`config.mk`:
```
export PLATFORM = sky130hd
export DESIGN_NAME = result_bcd_converter
export DESIGN_NICKNAME = d
export VERILOG_FILES = /design/src/rtl/result_bcd_converter.sv
export SDC_FILE = /design/constraint.sdc
export NUM_CORES = 1
export LEC_CHECK = 0
export CAP_MARGIN = 20
export CORE_ASPECT_RATIO = 2
export CORE_MARGIN = 2
export CORE_UTILIZATION = 58
export CTS_CLUSTER_DIAMETER = 40
export DETAILED_ROUTE_END_ITERATION = 16
export PLACE_DENSITY_LB_ADDON = 0.08
export SYNTH_ARGS = -nofsm -noshare
export SYNTH_HDL_FRONTEND = slang
export SYNTH_SLANG_ARGS = --single-unit
```
`constraint.sdc`:
```
create_clock -name clk -period 4.7 [get_ports clk]
set_input_delay 0.47 -clock clk [delete_from_list [all_inputs] [get_ports clk]]
set_output_delay 0.47 -clock clk [all_outputs]
set_load 0.03 [all_outputs]
```
`src/rtl/result_bcd_converter.sv`:
```
// Sequential binary-to-BCD converter (double-dabble, one bit per clock).
// Sits behind the calculator ALU. It turns the unsigned magnitude and sign
// into three BCD digits and leading-zero blank flags for the display driver.
module result_bcd_converter #(
  parameter int IN_W   = 8,
  parameter int DIGITS = 3
) (
  input  logic            clk,
  input  logic            rst_n,
  input  logic            start,
  input  logic [IN_W-1:0] bin,
  input  logic            neg_in,
  output logic            busy,
  output logic            done,
  output logic            valid,
  output logic [3:0]      hundreds,
  output logic [3:0]      tens,
  output logic [3:0]      ones,
  output logic            neg_out,
  output logic            hundreds_blank,
  output logic            tens_blank
);

  localparam int BCD_W = 4 * DIGITS;
  localparam int CNT_W = $clog2(IN_W + 1);
  localparam logic [CNT_W-1:0] LAST_ITER = CNT_W'(IN_W - 1);

  typedef enum logic [1:0] {IDLE, SHIFT, DONE} state_t;

  state_t             state;
  logic [IN_W-1:0]    shreg;
  logic [BCD_W-1:0]   bcd;
  logic [CNT_W-1:0]   cnt;
  logic               sign;

  logic [BCD_W-1:0]   bcd_adj;
  logic [BCD_W-1:0]   bcd_next;
  logic [IN_W-1:0]    shreg_next;

  // Add 3 to every nibble that is 5 or more, so that the following left
  // shift carries correctly into the next decimal digit.
  function automatic logic [BCD_W-1:0] add3(input logic [BCD_W-1:0] b);
    logic [BCD_W-1:0] r;
    r = b;
    for (int i = 0; i < DIGITS; i++) begin
      if (b[4*i +: 4] >= 4'd5) r[4*i +: 4] = b[4*i +: 4] + 4'd3;
    end
    return r;
  endfunction

  // One double-dabble iteration: correct first, then shift {bcd, shreg} left.
  always_comb begin
    bcd_adj    = add3(bcd);
    bcd_next   = {bcd_adj[BCD_W-2:0], shreg[IN_W-1]};
    shreg_next = {shreg[IN_W-2:0], 1'b0};
  end

  // Control FSM, conversion datapath and registered display outputs.
  always_ff @(posedge clk or negedge rst_n) begin
    if (!rst_n) begin
      state          <= IDLE;
      shreg          <= '0;
      bcd            <= '0;
      cnt            <= '0;
      sign           <= 1'b0;
      busy           <= 1'b0;
      done           <= 1'b0;
      valid          <= 1'b0;
      hundreds       <= 4'd0;
      tens           <= 4'd0;
      ones           <= 4'd0;
      neg_out        <= 1'b0;
      hundreds_blank <= 1'b1;
      tens_blank     <= 1'b1;
    end else begin
      case (state)
        IDLE, DONE: begin
          // DONE lasts one cycle; start here gives a back-to-back conversion.
          done <= 1'b0;
          if (start) begin
            shreg <= bin;
            sign  <= neg_in;
            bcd   <= '0;
            cnt   <= '0;
            busy  <= 1'b1;
            state <= SHIFT;
          end else begin
            state <= IDLE;
          end
        end
        SHIFT: begin
          // start, bin and neg_in are deliberately ignored while shifting.
          shreg <= shreg_next;
          bcd   <= bcd_next;
          cnt   <= cnt + 1'b1;
          if (cnt == LAST_ITER) begin
            // Final iteration: publish the result computed this cycle.
            state          <= DONE;
            busy           <= 1'b0;
            done           <= 1'b1;
            valid          <= 1'b1;
            hundreds       <= bcd_next[11:8];
            tens           <= bcd_next[7:4];
            ones           <= bcd_next[3:0];
            neg_out        <= sign && (bcd_next != '0);
            hundreds_blank <= (bcd_next[11:8] == 4'd0);
            tens_blank     <= (bcd_next[11:4] == 8'd0);
          end
        end
        default: state <= IDLE;
      endcase
    end
  end

endmodule

```
# Word level (Yosys, flattened, before mapping)

Cells that the tools add are included.

Register bits: 45
Output and inout bits: 18
Input port bits: 12
Word-level logic and storage cells: 55

Eq/ne operators: 5
Add/subtract/negate cells: 4
Order comparisons: 3
Multiplexer cells: 17
Reductions and logical operators: 12

Operators by type and width:

| kind                  | count |
|---|---|
| $pmux W12 S2          | 1 |
| $pmux W8 S2           | 1 |
| $ge A4 B3 Y1 const B  | 3 |
| $mux W12              | 1 |
| $mux W4               | 3 |
| $reduce_bool A12 Y1   | 1 |
| $add A4 B2 Y4 const B | 2 |
| $logic_not A8 Y1      | 1 |
| $mux W8               | 1 |
| $pmux W4 S2           | 1 |
| $reduce_and A2 Y1     | 4 |
| $add A4 B1 Y4 const B | 1 |
| $eq A4 B3 Y1 const B  | 1 |
| $logic_not A4 Y1      | 1 |
| $mux W1               | 4 |
| $ne A2 B2 Y1 const B  | 2 |
| $pmux W1 S2           | 2 |
| $pmux W2 S2           | 1 |
| $add A3 B2 Y3 const B | 1 |
| $mux W3               | 1 |
| $reduce_and A3 Y1     | 1 |
| $eq A2 B1 Y1 const B  | 1 |
| $eq A2 B2 Y1 const B  | 1 |
| $logic_not A2 Y1      | 1 |
| 4 further kinds       | 4 |

# Depth between registers and ports, before layout

Gate-level depths: netlist of run 1.

Depth after elaboration: 4
Mapped depth: 7
Depth with buffers taken out: 7

# Worst setup path after synthesis of run 1

No wires, ideal clock.

Path type: register to register
Start: reg bcd[4]
End: reg tens_blank
Required time: 4.641 ns
Data arrival time: 1.669 ns
Path slack: 2.972 ns
Path buffers: 0
Clock period less this slack: 1.728 ns
Library setup time: 0.059 ns
Stages on the path, launching flop included: 8
Path through: dfrtp_1 -> inv_1 -> ha_1 -> nand2b_1 -> a21oi_2 -> nand3b_1 -> a2111oi_4 -> mux2_4

Word-level cells in the longest chain between the ends: 3
Elaborated cells on any way between the ends: 4
Those cells by class: 1 x add/sub; 1 x order compare; 1 x mux; 1 x reduce/logical

Ends and longest elaborated chain:

| what                                                 | line | source |
|---|---|---|
| start: declaration                                   | 32   | `logic [BCD_W-1:0] bcd;` |
| start signal: assignment                             | 94   | `bcd <= bcd_next;` |
| $add A4 B2 Y4 / $ge A4 B3 Y1 (equally long branches) | 46   | `if (b[4*i +: 4] >= 4'd5) r[4*i +: 4] = b[4*i +: 4] + 4'd3;` |
| $mux W4 (*)                                          | 46   |  |
| $logic_not A8 Y1 (*)                                 | 107  | `tens_blank <= (bcd_next[11:4] == 8'd0);` |
| end signal: assignment                               | 107  |  |
| end: declaration                                     | 21   | `output logic tens_blank` |

Every way passes the cells marked *; elsewhere a longest branch is shown, timed or not.
A chain may end at the register's enable or synchronous reset.

# Final worst setup path of run 1

Start: reg state[0]
End: reg neg_out

Word-level cells in the longest chain between the ends: 2

Ends and longest elaborated chain:

| what                               | line | source |
|---|---|---|
| start: declaration                 | 30   | `state_t state;` |
| start signal: assignment           | 61   | `state <= IDLE;` |
| start signal: assignment           | 86   | `state <= SHIFT;` |
| start signal: assignment           | 88   | `state <= IDLE;` |
| $eq A2 B1 Y1                       | 76   | `case (state)` |
| $reduce_and A2 Y1 (no source line) | --   |  |
| end signal: assignment             | 105  | `neg_out <= sign && (bcd_next != '0);` |
| end: declaration                   | 19   | `output logic neg_out,` |

No other way between the ends.

==> flow_summary.toml, run 1 <==
[yosys]
syn-instance-count = 209
synthesis.nets = 228
yosysSeqAreaShare_pct = 53.2
async_reset_ff_share_pct = 100
yosysUniqueCellTypes = 36
synth-edff-count = 0
yosys_warnings = 0
ys.flop_type = "dfrtp_1"
ys_ff_latch = 45
netlist_area_mm2 = 0.00212
avgSynthCellArea_um2 = 10.2

[pwr]
vdd_drop_max_mv = 0.489
p_per_area_mw_per_mm2 = 766
p_leak_nw = 1.17

[worst_setup_path]
critical_path.cell_chain = "nor2b_1 -> buf_4 -> nand2_1 -> inv_1 -> nand2_1 -> nor2_1 -> a31oi_1"
critPathTopFamily = "simple AND/OR/NAND/NOR gates"
critPathSlowestCell = "inv_1"
crit_required_ns = 4.86
cp-end-kind = "flip-flop"
cpPeakStageDelay_ns = 0.50
r2r_cells = 7
critPathLaunchType = "flip-flop"
arrival_ns = 2.43
worst-path-buf-inv = 2
path_max_fanout = 22
rr_endpoint = "neg_out$_DFFE_PN0P_"
reg2reg_slack_ns = 2.43
r2r_start = "state[0]$_DFFE_PN0P_"
crit_top_cell = "nand2_1"
path_class = "flip-flop to flip-flop"

[worst_hold_path]
hp-class = "primary input to async pin"

[sta]
layout_min_cycle_time_ns = 2.27
drv_slew = 0
tns_ns = 0
fmax_ghz = 0.441
grt_setup_unrepaired = "false"
maxSlewHeadroom_pct = 33.9
whs_ns = 0.344
post-route-period-util_pct = 48.2
fin_skew_ns = 0.00394
tightestPinTransition_ns = 0.991
hold_viol_final = 0
setup_viol = 0
fin_ws_ns = 2.43

[global_routing]
antenna_found_initial = 0
grt_pass1_wl_um = 7400
track_usage_pct = 24.6
grt_max_degree = 46
overflow = 0
grt_pass1_vias = 1668

[placed_design]
gp_congestion = 0.792
dp_hpwl_um = 3280
port_buffers = 29
pre_cts_ws_ns = 2.28

[floorplanning]
num_rows = 31
initial_core_util_pct = 59.5
core-area_mm2 = 0.00357
die_h_um = 89.5
die_x_um = 46.8
io_pins = 30
dieArea_mm2 = 0.00419

[drt]
met3WireLength_um = 167
wl_per_cell_um = 15.5
postRouteAntennaNets = 0
drc = 0
vias = 1611
highest-signal-layer = "met4"
firstDrtPassIters = 4
wl_um = 4450
met2_length_um = 2560
via_per_inst = 5.59
drt-met1-wl_um = 1660
initialDrtViolationCount = 35

[clock_tree]
clk_latency_ns = 0.28
htree_num_levels = 2
root_buffer = "clkbuf_8"
cts-resized-gates = 0
clock_path_buffers = 2
cts-buffers-inserted = 5
cts.hold.buffers_added = 0
cts_sinks = 45
post_cts_buffers = 0
clkTransAtPathRegs_ns = 0.08
cts_tree = "yes"

[final_layout]
num_antenna_cells = 0
drive_above_1_share_pct = 7.95
area_growth_syn_to_layout_pct = 19.4
finalNetCount = 257

[run]
maxCapViolCount = 0

[run_status]
status = "finished, final reports clean"
placed cells by master (no fill, tap or decap), types with 2 or more instances in the layout:
cell type / n
a21oi_1: 5
a32o_1: 2
o22ai_1: 2
dfstp_2: 2
o21ai_0: 13
nor2_1: 7
nand3b_1: 2
inv_1: 7
dfrtp_1: 43
nand2b_1: 5
o21ai_1: 2
xnor2_1: 4
o31ai_1: 3
clkdlybuf4s50_1: 28
mux2i_1: 6
a22oi_1: 7
a22o_1: 5
ha_1: 7
nand2_1: 58
nor2b_1: 2
clkbuf_8: 6
a21oi_2: 2
clkbuf_1: 2
nor3b_1: 4
layout make-up:
type	instances	area [um2]
Multi-Input combinational cell	149	935
Fill cell	305	1030
Sequential cell	45	1130
Tap cell	49	61.3
Clock buffer	8	90.1
Inverter	7	26.3
Timing Repair Buffer	30	293
worst register-to-register path: stages (launching register included):
cell and delay (ns):
dfrtp_1 0.41, nor2b_1 0.18, buf_4 0.28, nand2_1 0.46
inv_1 0.51, nand2_1 0.13, nor2_1 0.11, a31oi_1 0.08
worst max path at each step:
stage	start	end	depth (start not counted)
floorplan	bcd[4]$_DFFE_PN0P_	tens_blank$_DFFE_PN1P_	7
global placement	start	cnt[2]$_DFFE_PN0P_	5
detailed placement	start	cnt[2]$_DFFE_PN0P_	5
CTS	state[0]$_DFFE_PN0P_	neg_out$_DFFE_PN0P_	7
global route	state[0]$_DFFE_PN0P_	neg_out$_DFFE_PN0P_	7
finish	state[0]$_DFFE_PN0P_	neg_out$_DFFE_PN0P_	7
per-stage QoR:
stage               cells  cell area [um2]  util [%]  total power [mW]
global placement      280             2440      68.5              1.65
detailed placement    280             2440      68.5              1.70
CTS                   288             2530      71.0              1.95
global route          288             2530      71.0              2.09
finish                288             2530      71.0              1.94
floorplan             209             2120         -              1.39
power by group:
group	total [mW]	internal (mW)	switching (mW)
combinational	1.00	0.416	0.586
sequential	0.698	0.562	0.137
clock	0.240	0.120	0.120
flip-flops by register name, indices dropped and copies added, names as in the netlist:
register and flops:
hundreds 4, hundreds_blank 1, cnt 4, state 2, bcd 12, done 1
sign 1, tens_blank 1, neg_out 1, valid 1, busy 1, shreg 8
ones 4, tens 4
synthesized netlist by cell type (2+ instances only):
library cell / count / area [um2]
mux2i_1: 6 / 60.1
buf_2: 2 / 10.0
inv_1: 7 / 26.3
dfrtp_1: 43 / 1080
o22ai_1: 2 / 12.5
a22oi_1: 7 / 52.6
nor3b_1: 4 / 30.0
o21ai_1: 2 / 10.0
nand2b_1: 5 / 31.3
o21ai_0: 13 / 65.1
nand3b_1: 2 / 15.0
a22o_1: 5 / 43.8
a21oi_1: 5 / 25.0
xnor2_1: 4 / 35.0
ha_1: 7 / 87.6
o31ai_1: 3 / 22.5
a32o_1: 2 / 20.0
nand2_1: 58 / 218
nor2b_1: 2 / 12.5
dfstp_2: 2 / 52.6
nor2_1: 7 / 26.3
clkbuf_1: 6 / 22.5
a21oi_2: 2 / 17.5
logic make-up (layout without fill, tap and decap cells):
kind of cell / after synthesis / in the layout / share of synthesized area [%]
buffers and inverters: 15 / 45 / 2.77
AND/OR/NAND/NOR: 86 / 86 / 19.3
XOR/XNOR: 4 / 4 / 1.65
flip-flops: 45 / 45 / 53.2
multiplexers: 7 / 7 / 3.54
AO/OA/AOI/OAI: 45 / 45 / 15.4
adder cells (fa/ha/maj): 7 / 7 / 4.13
metal layers:
| metal | up-vias | GRT usage (%) |
|---|---|---|
| li1 | 769 | - |
| met5 | - | 0 |
| met4 | 0 | 10.6 |
| met1 | 791 | 26.6 |
| met3 | 6 | 4.04 |
| met2 | 45 | 44.3 |
(Power assumes the default switching activity.)
==> inputs of run 2 (changes only) <==
--- a/config.mk
+++ b/config.mk
@@ -8,7 +8,7 @@
 export CAP_MARGIN = 20
 export CORE_ASPECT_RATIO = 2
 export CORE_MARGIN = 2
-export CORE_UTILIZATION = 58
+export CORE_UTILIZATION = 54
 export CTS_CLUSTER_DIAMETER = 40
 export DETAILED_ROUTE_END_ITERATION = 16
 export PLACE_DENSITY_LB_ADDON = 0.08
==> constraint.sdc (replaced) <==
create_clock -name clk -period 2.1 [get_ports clk]
set_input_delay 0.21 -clock clk [delete_from_list [all_inputs] [get_ports clk]]
set_output_delay 0.21 -clock clk [all_outputs]
set_load 0.03 [all_outputs]
==> run 2 against run 1 <==
  * Non-clock buffer count grew 5
  * Sequential power up 120%
  * Flip-flop and latch count unchanged
  * Critical path type unchanged
  * Highest routed layer unchanged
==> flow_summary.toml, run 2 (synthesis results as in run 1) <==
[drt]
firstDrtPassIters = 7
initialDrtViolationCount = 27
postRouteAntennaNets = 0
via_per_inst = 5.42
drc = 0
wl_um = 4370
vias = 1599
wl_per_cell_um = 14.8

[worst_setup_path]
arrival_ns = 2.16
crit_required_ns = 2.33
critPathLaunchType = "flip-flop"
path_class = "flip-flop to flip-flop"
cp-end-kind = "flip-flop"
path_max_fanout = 5

[placed_design]
pre_cts_ws_ns = 0.169
port_buffers = 29
dp_hpwl_um = 3300
gp_congestion = 0.783

[sta]
drv_slew = 0
fmax_ghz = 0.520
fin_skew_ns = 0.00490
layout_min_cycle_time_ns = 1.92
maxSlewHeadroom_pct = 39.0
hold_viol_final = 0
tightestPinTransition_ns = 0.911
fin_ws_ns = 0.178
grt_setup_unrepaired = "false"
post-route-period-util_pct = 91.5
tns_ns = 0
setup_viol = 0

[pwr]
vdd_drop_max_mv = 1.14
seq_power_share_pct = 35.9
p_sw_share_pct = 43.5
p_per_area_mw_per_mm2 = 1680
intPower_mw = 2.44
p_leak_nw = 1.19
clkPwrFrac_pct = 11.9
combPwrFrac_pct = 52.2
net-switching-power_mw = 1.88

[floorplanning]
die_x_um = 48.3
initial_core_util_pct = 55.8
core-area_mm2 = 0.00380
die_h_um = 92.7
io_pins = 30
dieArea_mm2 = 0.00448
num_rows = 32

[global_routing]
antenna_found_initial = 0
overflow = 0
grt_pass1_wl_um = 7450
grt_max_degree = 24
grt_pass1_vias = 1592
track_usage_pct = 21.8

[run]
maxCapViolCount = 0

[clock_tree]
cts_sinks = 45
post_cts_buffers = 0
clk_latency_ns = 0.30
cts-buffers-inserted = 5
clkTransAtPathRegs_ns = 0.08
clock_path_buffers = 2
cts_tree = "yes"
htree_num_levels = 2
root_buffer = "clkbuf_8"

[worst_hold_path]
hp-class = "primary input to async pin"

[final_layout]
drive_above_1_share_pct = 9.02
layout_common_cells = "nand2_1 (58), dfrtp_1 (43), clkdlybuf4s50_1 (28)"
finalNetCount = 262
final_common_cell = "nand2_1"
area_growth_syn_to_layout_pct = 21.5
largest_register_ffs = 12
largest-register = "bcd"
num_antenna_cells = 0
top_regs = "bcd x12, shreg x8"
utilization_pct = 67.8

[run_status]
status = "finished, final reports clean"
==> run 2: critical path: stages (launching register included) <==
cell and delay, ns:
dfrtp_1 0.43, inv_1 0.10, ha_1 0.28, nand2b_2 0.10, a21oi_4 0.20, mux2i_1 0.41, a2111oi_4 0.06, mux2_4 0.26
==> run 2: final cells by class <==
cell class | count | area (um2)
Inverter | 7 | 26.3
Clock buffer | 8 | 80.1
Timing Repair Buffer | 35 | 345
Fill cell | 322 | 1220
Tap cell | 51 | 63.8
Sequential cell | 45 | 1130
Multi-Input combinational cell | 149 | 935
==> run 2: final timing paths <==
check | from | endpoint | slack [ns] | cells after the start
worst max-delay path | bcd[8]$_DFFE_PN0P_ | tens_blank$_DFFE_PN1P_ | 0.18 | 7
worst min-delay path | rst_n | bcd[8]$_DFFE_PN0P_ | 0.42 | 2
worst max register to register | bcd[8]$_DFFE_PN0P_ | tens_blank$_DFFE_PN1P_ | 0.18 | 7
worst min register to register | hundreds_blank$_DFFE_PN1P_ | hundreds_blank$_DFFE_PN1P_ | 0.47 | 2
max in group asynchronous | rst_n | tens_blank$_DFFE_PN1P_ | 1.09 | 3
min in group clk | neg_in | sign$_DFFE_PN0P_ | 0.44 | 3
==> run 2: layer usage <==
metal  routed length, um  part of all wire [%]  track usage (%)
met1                1650                    38             22.8
met2                2450                    56             41.2
met4                 109                   2.5             10.2
met3                 154                   3.5             4.03
met5                   0                     0                0
==> run 2: power groups by stage <==
stage / sequential (mW) / clock (mW) / combinational [mW]
5_1_grt: 1.61 / 0.550 / 2.50
6_report: 1.55 / 0.516 / 2.26
3_5_place_dp: 1.57 / 0 / 2.26
3_3_place_gp: 1.54 / 0 / 2.17
2_1_floorplan: 1.81 / 0 / 1.29
4_1_cts: 1.55 / 0.520 / 2.28
==> run 2: metrics by stage <==
stage	area [um2]	instances	hold slack (ns)	total power, mW
3_5_place_dp	2490	286	0.224	3.83
5_1_grt	2580	295	0.461	4.66
6_report	2580	295	0.424	4.33
2_1_floorplan	2120	209	-0.0856	3.10
3_3_place_gp	2490	286	0.217	3.72
4_1_cts	2580	295	0.436	4.35
==> run 2: repair_timing <==
action,CTS,global route
resized for setup,0,0
setup endpoints to repair,0,0
hold endpoints to repair,22,0
hold buffers,1,0
==> inputs of run 3 (changes only) <==
--- a/config.mk
+++ b/config.mk
@@ -8,7 +8,7 @@
 export CAP_MARGIN = 20
 export CORE_ASPECT_RATIO = 2
 export CORE_MARGIN = 2
-export CORE_UTILIZATION = 54
+export CORE_UTILIZATION = 42
 export CTS_CLUSTER_DIAMETER = 40
 export DETAILED_ROUTE_END_ITERATION = 16
 export PLACE_DENSITY_LB_ADDON = 0.08
==> run 3 against run 2 <==
  * The run now ends with negative hold slack left
  * Sequential share of layout area is 0.11 points lower
  * Clock power increased by 14%
  * Clock skew up 0.0051 ns
  * Largest cell class unchanged
==> flow_summary.toml, run 3 (synthesis results as in run 1) <==
[final_layout]
fill_cells = 483
drive_above_1_share_pct = 10.3
top_regs = "bcd x12, shreg x8"
instances_no_fill = 300
num_antenna_cells = 0
area_growth_syn_to_layout_pct = 21.8
largest-register = "bcd"
final_common_cell = "nand2_1"
layout_common_cells = "nand2_1 (58), dfrtp_1 (43), clkdlybuf4s50_1 (28)"
fin_area_mm2 = 0.00258
multi_input_area_um2 = 935
seqCellArea_mm2 = 0.00113
finalNetCount = 261
largest_register_ffs = 12

[sta]
maxSlewHeadroom_pct = 30.3
post-route-period-util_pct = 91.8
fin_skew_ns = 0.0100
setup_viol = 0
tightestPinTransition_ns = 1.04
tns_ns = 0
layout_min_cycle_time_ns = 1.93
drv_slew = 0
fmax_ghz = 0.519
grt_setup_unrepaired = "false"
hold_viol_final = 17
whs_ns = -0.0212

[drt]
wl_per_cell_um = 14.2
drt-met1-wl_um = 1750
firstDrtPassIters = 4
initialDrtViolationCount = 16
met2_length_um = 2330
drc = 0
via_per_inst = 5.17
vias = 1550
wl_um = 4260
met3WireLength_um = 105
highest-signal-layer = "met4"
postRouteAntennaNets = 0

[placed_design]
post-place-cells = 292
dp_hpwl_um = 3010
placedInstanceArea_mm2 = 0.00248
port_buffers = 29
gp_congestion = 0.745

[clock_tree]
cts-buffers-inserted = 5
cts_sinks = 45
root_buffer = "clkbuf_8"
post_cts_buffers = 0
htree_num_levels = 2
cts-resized-gates = 0
clkTransAtPathRegs_ns = 0.09
cts.hold.buffers_added = 0
cts_tree = "yes"
clk_latency_ns = 0.30
clock_path_buffers = 2

[global_routing]
antenna_found_initial = 0
overflow = 0
track_usage_pct = 17.9
grt_max_degree = 46
grt_pass1_wl_um = 7470
grt_pass1_vias = 1606

[pwr]
p_leak_nw = 1.20
p_per_area_mw_per_mm2 = 1680
vdd_drop_max_mv = 0.882
total_power_mw = 4.33

[floorplanning]
core-area_mm2 = 0.00486
num_rows = 36
io_pins = 30
die_h_um = 105
dieArea_mm2 = 0.00567
die_x_um = 54.3
initial_core_util_pct = 43.6

[worst_setup_path]
path_class = "flip-flop to flip-flop"
crit_required_ns = 2.34
arrival_ns = 2.17
path_max_fanout = 5
critPathLaunchType = "flip-flop"
cp-end-kind = "flip-flop"

[run_status]
status = "complete, but fails checks"
violations = "negative hold slack"

[run]
maxCapViolCount = 0

[worst_hold_path]
hp-class = "primary input to async pin"
-- run 3: per-layer routing --
metal,vias to the layer above,global-route usage [%]
met4,0,7.32
met3,5,4.02
met5,-,0
met2,24,29.9
li1,775,-
met1,746,20.8
-- run 3: stage by stage --
step	utilization [%]	setup WS [ns]	hold WS, ns
floorplan	-	0.372	-0.0856
global placement	51.1	0.165	0.332
detailed placement	51.1	0.0597	0.341
CTS	53.1	0.140	0.0101
global route	53.1	0.0535	0.0346
finish	53.1	0.172	-0.0212
-- run 3: layout make-up --
cell class	instances	share of cell area, %
Clock buffer	7	3.73
Inverter	7	1.02
Sequential cell	45	43.7
Tap cell	57	2.76
Clock inverter	1	0.194
Timing Repair Buffer	34	12.5
Multi-Input combinational cell	149	36.2
-- run 3: worst paths after layout --
check	start	endpoint	slack (ns)	cells past startpoint
worst max-delay path	bcd[8]$_DFFE_PN0P_	tens_blank$_DFFE_PN1P_	0.17	7
worst max register to register	bcd[8]$_DFFE_PN0P_	tens_blank$_DFFE_PN1P_	0.17	7
max in group asynchronous	rst_n	busy$_DFFE_PN0P_	1.72	2
worst min-delay path	rst_n	hundreds[1]$_DFFE_PN0P_	-0.02	2
min in group clk	neg_in	sign$_DFFE_PN0P_	0.43	3
worst min register to register	hundreds_blank$_DFFE_PN1P_	hundreds_blank$_DFFE_PN1P_	0.47	2
-- run 3: power breakdown --
| group | internal (mW) | leakage [nW] | total (mW) | switching [mW] |
|---|---|---|---|---|
| clock network | 0.298 | 0.0542 | 0.590 | 0.292 |
| registers | 1.26 | 0.562 | 1.54 | 0.283 |
| logic | 0.936 | 0.585 | 2.20 | 1.27 |
| total | 2.49 | 1.20 | 4.33 | 1.84 |
-- run 3: critical path: stages (launching register included) --
cell       delay (ns)
dfrtp_1          0.44
inv_1            0.11
ha_1             0.26
nand2b_2         0.10
a21oi_4          0.21
mux2i_1          0.41
a2111oi_4        0.06
mux2_4           0.26
